### config.mk
export PLATFORM = sky130hd
export DESIGN_NAME = pixel_pack_fifo
export DESIGN_NICKNAME = d
export VERILOG_FILES = /design/src/rtl/pixel_pack_fifo_pkg.sv /design/src/rtl/pack_word_fifo.sv /design/src/rtl/pixel_pack_fifo.sv
export SDC_FILE = /design/constraint.sdc
export NUM_CORES = 1
export LEC_CHECK = 0
export ABC_AREA = 1
export BUFFER_PORTS_ARGS = -buffer_cell sky130_fd_sc_hd__buf_2
export CORE_ASPECT_RATIO = 1.75
export CORE_MARGIN = 8
export CORE_UTILIZATION = 45
export CTS_CLUSTER_DIAMETER = 60
export DETAILED_ROUTE_END_ITERATION = 8
export PLACE_DENSITY = 0.62
export RECOVER_POWER = 50
export SETUP_SLACK_MARGIN = 0.15
export SYNTH_ARGS = -nofsm -noshare
export SYNTH_HDL_FRONTEND = slang
export SYNTH_HIERARCHICAL = 1
export SYNTH_SLANG_ARGS = --single-unit
export TNS_END_PERCENT = 50
### constraint.sdc
create_clock -name clk -period 5.8 [get_ports clk]
set_input_delay 0.58 -clock clk [delete_from_list [all_inputs] [get_ports clk]]
set_output_delay 0.58 -clock clk [all_outputs]
set_load 0.02 [all_outputs]
### src/rtl/pixel_pack_fifo_pkg.sv
// Shared constants for the 24-to-64 pixel packer: widths, accumulator steps and err bit indices.
// The optional err port is enabled with PIXEL_PACK_ERR_EN.
package pixel_pack_fifo_pkg;

    localparam int unsigned PIX_W  = 24;
    localparam int unsigned WORD_W = 64;
    localparam int unsigned ACC_W  = 80;
    localparam int unsigned BITS_W = 7;
    localparam int unsigned CNT_W  = 4;

    localparam logic [BITS_W-1:0] PIX_STEP    = 7'd24;
    localparam logic [BITS_W-1:0] WORD_STEP   = 7'd64;
    localparam logic [BITS_W-1:0] FULL_THRESH = 7'd40;

    localparam int unsigned ERR_W         = 2;
    localparam int unsigned ERR_PUSH_FULL = 0;
    localparam int unsigned ERR_POP_EMPTY = 1;

    // Keeps only the bits below the fill level of a partial word.
    function automatic logic [WORD_W-1:0] low_mask(input logic [BITS_W-1:0] bits);
        return ~({WORD_W{1'b1}} << bits);
    endfunction

endpackage

### src/rtl/pack_word_fifo.sv
// Generic DEPTH x WORD_W first-word-fall-through FIFO with occupancy count.
// Head reads as zero when empty; illegal strobes are ignored.
module pack_word_fifo #(
    parameter int unsigned DEPTH  = 8,
    parameter int unsigned WORD_W = 64,
    parameter int unsigned CNT_W  = 4
) (
    input  logic              clk,
    input  logic              reset_n,
    input  logic              wr_en,
    input  logic [WORD_W-1:0] wr_data,
    input  logic              rd_en,
    output logic [WORD_W-1:0] rd_data,
    output logic [CNT_W-1:0]  count
);

    localparam int unsigned PTR_W = (DEPTH > 1) ? $clog2(DEPTH) : 1;

    logic [WORD_W-1:0] mem [DEPTH];
    logic [PTR_W-1:0]  wr_ptr;
    logic [PTR_W-1:0]  rd_ptr;
    logic              wr_ok;
    logic              rd_ok;

    assign wr_ok   = wr_en && (count != CNT_W'(DEPTH));
    assign rd_ok   = rd_en && (count != '0);
    assign rd_data = (count == '0) ? '0 : mem[rd_ptr];

    always_ff @(posedge clk) begin
        if (wr_ok) begin
            mem[wr_ptr] <= wr_data;
        end
    end

    // Pointers wrap at DEPTH, which need not be a power of two.
    always_ff @(posedge clk or negedge reset_n) begin
        if (!reset_n) begin
            wr_ptr <= '0;
            rd_ptr <= '0;
            count  <= '0;
        end else begin
            if (wr_ok) begin
                wr_ptr <= (wr_ptr == PTR_W'(DEPTH - 1)) ? '0 : wr_ptr + PTR_W'(1);
            end
            if (rd_ok) begin
                rd_ptr <= (rd_ptr == PTR_W'(DEPTH - 1)) ? '0 : rd_ptr + PTR_W'(1);
            end
            case ({wr_ok, rd_ok})
                2'b10:   count <= count + CNT_W'(1);
                2'b01:   count <= count - CNT_W'(1);
                default: count <= count;
            endcase
        end
    end

endmodule

### src/rtl/pixel_pack_fifo.sv
// Packs 24-bit pixels little-endian into 64-bit words and buffers them in a word FIFO.
// Define PIXEL_PACK_ERR_EN to add the sticky err[1:0] illegal-strobe flags.
module pixel_pack_fifo
    import pixel_pack_fifo_pkg::*;
#(
    parameter int unsigned DEPTH = 8
) (
    input  logic              clk,
    input  logic              reset_n,
    input  logic [PIX_W-1:0]  data_in,
    input  logic              push,
    input  logic              flush,
    input  logic              pop,
    output logic [WORD_W-1:0] data_o,
    output logic [CNT_W-1:0]  count,
    output logic              full,
    output logic              flush_busy
`ifdef PIXEL_PACK_ERR_EN
    ,
    output logic [ERR_W-1:0]  err
`endif
);

    logic [ACC_W-1:0]  acc;
    logic [ACC_W-1:0]  acc_p;
    logic [ACC_W-1:0]  acc_n;
    logic [BITS_W-1:0] acc_bits;
    logic [BITS_W-1:0] bits_p;
    logic [BITS_W-1:0] bits_n;
    logic              busy_n;
    logic              push_ok;
    logic              push_emit;
    logic              flush_req;
    logic              wr_en;
    logic [WORD_W-1:0] wr_data;
    logic              fifo_full;

    assign fifo_full = (count == CNT_W'(DEPTH));
    assign full      = fifo_full && ((acc_bits >= FULL_THRESH) || flush_busy);

    // Pixel is packed first; a flush only ever sees the residue left after it.
    always_comb begin
        push_ok   = push && !full;
        acc_p     = acc;
        bits_p    = acc_bits;
        push_emit = 1'b0;
        wr_en     = 1'b0;
        wr_data   = '0;
        busy_n    = flush_busy;

        if (push_ok) begin
            acc_p  = acc | (ACC_W'(data_in) << acc_bits);
            bits_p = acc_bits + PIX_STEP;
        end

        acc_n  = acc_p;
        bits_n = bits_p;

        if (bits_p >= WORD_STEP) begin
            push_emit = 1'b1;
            wr_en     = 1'b1;
            wr_data   = acc_p[WORD_W-1:0];
            acc_n     = acc_p >> WORD_W;
            bits_n    = bits_p - WORD_STEP;
        end

        flush_req = flush_busy || (flush && (bits_n != '0));

        if (flush_req) begin
            if (bits_n == '0) begin
                busy_n = 1'b0;
            end else if (!push_emit && !fifo_full) begin
                wr_en   = 1'b1;
                wr_data = acc_n[WORD_W-1:0] & low_mask(bits_n);
                acc_n   = '0;
                bits_n  = '0;
                busy_n  = 1'b0;
            end else begin
                busy_n = 1'b1;
            end
        end
    end

    always_ff @(posedge clk or negedge reset_n) begin
        if (!reset_n) begin
            acc        <= '0;
            acc_bits   <= '0;
            flush_busy <= 1'b0;
        end else begin
            acc        <= acc_n;
            acc_bits   <= bits_n;
            flush_busy <= busy_n;
        end
    end

`ifdef PIXEL_PACK_ERR_EN
    always_ff @(posedge clk or negedge reset_n) begin
        if (!reset_n) begin
            err <= '0;
        end else begin
            if (push && full) begin
                err[ERR_PUSH_FULL] <= 1'b1;
            end
            if (pop && (count == '0)) begin
                err[ERR_POP_EMPTY] <= 1'b1;
            end
        end
    end
`endif

    pack_word_fifo #(
        .DEPTH  (DEPTH),
        .WORD_W (WORD_W),
        .CNT_W  (CNT_W)
    ) u_word_fifo (
        .clk     (clk),
        .reset_n (reset_n),
        .wr_en   (wr_en),
        .wr_data (wr_data),
        .rd_en   (pop),
        .rd_data (data_o),
        .count   (count)
    );

endmodule

==> reports/qor.csv <==
stage,metric,value,unit
final_layout,drive_above_1_share,9.732,%
power_and_ir_drop,combPwrFrac,42.6,%
critical_path,worstSetupPathType,reg -> out,
power_and_ir_drop,switching_share,43.48,%
placement,post-place-cells,3421,
clocking,clockBufferDepth,3,
job,drv_cap,3,
logic_synthesis,synthFlopType,edfxtp_1,
drt,drt-total-wl,74.70,mm
clocking,clk_latency,0.60,ns
logic_synthesis,synth_compound_area_share,10.62,%
die,die_h,342.7,um
sta,relSlewSlack,-102.6,%
critical_path,end_kind,output port,
logic_synthesis,synth_edf_count,512,
power_and_ir_drop,clock_power_share,19.2,%
sta,skew,0.02504,ns
drt,dr.first_iter.drc_count,1441,
logic_synthesis,yosysWarnings,6,
placement,gp_congestion,0.9532,
run_status,violations,"capacitance limit, slew limit",
critical_path,max_stage_delay,2.19,ns
clocking,cts_setup_buffers,0,
drt,detail-route-antenna-nets,0,
final_layout,syn_to_final_growth,8.963,%
clocking,cts_made_buffers,52,
clocking,cts_sinks,607,
critical_path,worstPathRequired,5.22,ns
global_route,grt_usage,21.22,%
logic_synthesis,synthAdderAreaFrac,0.3647,%
min_path,hp-class,in -> reg,
die,start_util,45.14,%
logic_synthesis,synth-simple-area-share,18.89,%
logic_synthesis,synthesis.instances,2651,
sta,post-route-period-util,86.51,%
drt,drc,0,
critical_path,cp_cell_sequence,buf_4 -> nor2_1 -> nor2_1 -> buf_2,
logic_synthesis,synth.distinct_cells,41,
sta,fin_crit,5.018,ns
run_status,status,finished with violations,
global_route,grt_max_degree,164,
final_layout,design_area,0.02991,mm2
clocking,root_buffer,clkbuf_16,
critical_path,cp_common_cell,nor2_1,
die,row_count,120,
final_layout,antennaDiodeCount,0,
die,die_width,202.7,um
logic_synthesis,synth_common_cells,"nor2_1, edfxtp_1, nand2_1",
logic_synthesis,synth_xor_xnor_area_share,0.09573,%
sta,finalHoldViolCount,0,
global_route,overflow,0,
power_and_ir_drop,vdd_drop_max,0.0002988,V
power_and_ir_drop,seqPwrFrac,38.2,%
logic_synthesis,async_reset_ff_share,15.65,%
critical_path,crit_fanout,68,
sta,worst_slew_pin_slew,3.039,ns
global_route,grt_pass1_wl,114.9,mm
logic_synthesis,seq_area_frac_synth,64.68,%
logic_synthesis,synthMuxAreaShare,0,%
global_route,antenna_found_initial,0,
final_layout,layout.nets,2719,
drt,routedWlPerCell,21.24,um
placement,port_buffers,98,
critical_path,cpMaxStageDelayCell,dfrtp_1,
drt,num_vias,19510,
drt,vias_per_cell,5.548,
placement,dpl.hpwl,48.35,mm
logic_synthesis,synth.area.top_cells,"edfxtp_1, dfrtp_1, nor2_1, nand2_1, o21ai_0",
sta,setup_viol,0,
sta,drv_slew,159,
power_and_ir_drop,powerDensity,577.6,mW/mm2
final_layout,nFillCells,5584,
sta,fmax,199.3,MHz
logic_synthesis,synth.largest_area_cell,edfxtp_1,
die,coreArea,0.06081,mm2
logic_synthesis,syn_avg_cell_area,10.35,um2
final_layout,finalNonFillerCells,3516,
drt,drtPass1Iterations,6,
critical_path,worstPathArrival,4.44,ns
logic_synthesis,synth_top_cell_area_share,56.02,%
logic_synthesis,synth_top_family_by_area,simple AND/OR/NAND/NOR gates,
clocking,cts_hold_buf,0,
die,die-area,0.06946,mm2
clocking,h-tree-depth,2,
logic_synthesis,mappedNetlistArea,0.02745,mm2
clocking,clk_pin_slew,0.07,ns
global_route,grt_pass1_vias,19580,
logic_synthesis,ys_ff_latch,607,
power_and_ir_drop,p_leak,0.01141,uW
placement,place_area,0.02853,mm2
power_and_ir_drop,p_int,9762,uW
power_and_ir_drop,p_switching,7511,uW
clocking,tritoncts,yes,
critical_path,start_kind,flip-flop,
clocking,ctsResizeCount,0,
sta,rsz0062_at_grt,no,
logic_synthesis,yosysMostFrequentCell,nor2_1,
logic_synthesis,syn_nets,2688,
die,io_pins,99,
## critical path: cells and delay by family (launching register included)
kind,cells,cell delay [ns]
simple gates,2,0.45
buf+inv,2,1.12
flops,1,2.19
## metal layers
| layer | wire length (um) | global-route usage [%] | vias to the layer above | share of wire [%] |
|---|---|---|---|---|
| li1 | - | - | 9129 | - |
| met5 | 0 | 0 | - | 0 |
| met3 | 3556 | 2.447 | 186 | 4.8 |
| met1 | 29250 | 25.11 | 9603 | 39 |
| met4 | 4533 | 12.03 | 0 | 6.1 |
| met2 | 37360 | 37.09 | 589 | 50 |
## placed cells by master, fill, tap and decap left out, types with 8 or more instances in the layout
cell type | synthesis | layout
a21oi_1 | 57 | 57
buf_2 | 51 | 83
buf_4 | 3 | 33
clkbuf_1 | 78 | 37
clkbuf_16 | 0 | 54
clkinv_1 | 3 | 14
clkinv_2 | 0 | 11
dfrtp_1 | 95 | 93
edfxtp_1 | 512 | 512
ha_1 | 8 | 8
inv_1 | 127 | 128
nand2_1 | 459 | 462
nand3_1 | 75 | 76
nand3b_1 | 9 | 9
nand4_1 | 35 | 35
nor2_1 | 544 | 551
nor2_4 | 51 | 46
o211ai_1 | 64 | 65
o21ai_0 | 304 | 320
o22ai_1 | 66 | 66
## through the flow
step / setup slack, ns / setup TNS, ns / power (uW) / hold WS, ns / utilization (%)
3_3_place_gp: 1.470 / 0 / 14060 / 0.4809 / 46.92
4_1_cts: 1.357 / 0 / 17530 / 0.05712 / 49.54
3_5_place_dp: 1.398 / 0 / 14210 / 0.4840 / 46.92
6_report: 0.7822 / 0 / 17270 / 0.3188 / 49.18
2_1_floorplan: -0.09705 / -48.51 / 11630 / 0.2844 / -
5_1_grt: 0.5342 / 0 / 18310 / 0.3174 / 49.18
## area by class of cell
cell class / count / area, um2 / share of cell area, %
sequential: 607 / 17760 / 59.38
multi-input combinational: 1733 / 8174 / 27.33
clock buffer: 64 / 1399 / 4.677
tap: 793 / 992.2 / 3.318
timing repair buffer: 151 / 863.3 / 2.887
inverter: 137 / 521.8 / 1.745
clock inverter: 31 / 196.4 / 0.6568
## cell families after synthesis
| family | Yosys count |
|---|---|
| buf+inv | 311 |
| flops | 607 |
| compound gates | 523 |
| simple gates | 1198 |
| other cells | 1 |
| fa+ha+maj | 8 |
| xor+xnor | 3 |
## path summary, 6_finish.rpt
| path | cells past startpoint | slack (ns) | to | startpoint |
|---|---|---|---|---|
| max | 4 | 0.78 | data_o[25] | u_word_fifo/rd_ptr[2] |
| min | 4 | 0.32 | u_word_fifo/rd_ptr[2] | pop |
| max reg2reg | 17 | 0.93 | u_word_fifo/mem[2][53] | acc_bits[4] |
| min reg2reg | 2 | 0.50 | acc[72] | acc[72] |
| max in group asynchronous | 2 | 2.92 | u_word_fifo/rd_ptr[0] | reset_n |
| min in group asynchronous | 1 | 1.00 | acc[55] | reset_n |
## power groups by stage
stage	Combinational, uW	Sequential (uW)	Clock, uW
floorplan	5080	6550	0
global placement	7410	6650	0
detailed placement	7520	6690	0
CTS	7550	6600	3390
global route	8100	6690	3530
finish	7360	6590	3320
## sequential cells by signal, indices dropped and copies added, names as in the netlist
signal / count
u_word_fifo/mem: 512
acc: 80
u_word_fifo/wr_ptr: 3
flush_busy: 1
acc_bits: 4
u_word_fifo/count: 4
u_word_fifo/rd_ptr: 3
(Power assumes the default switching activity.)
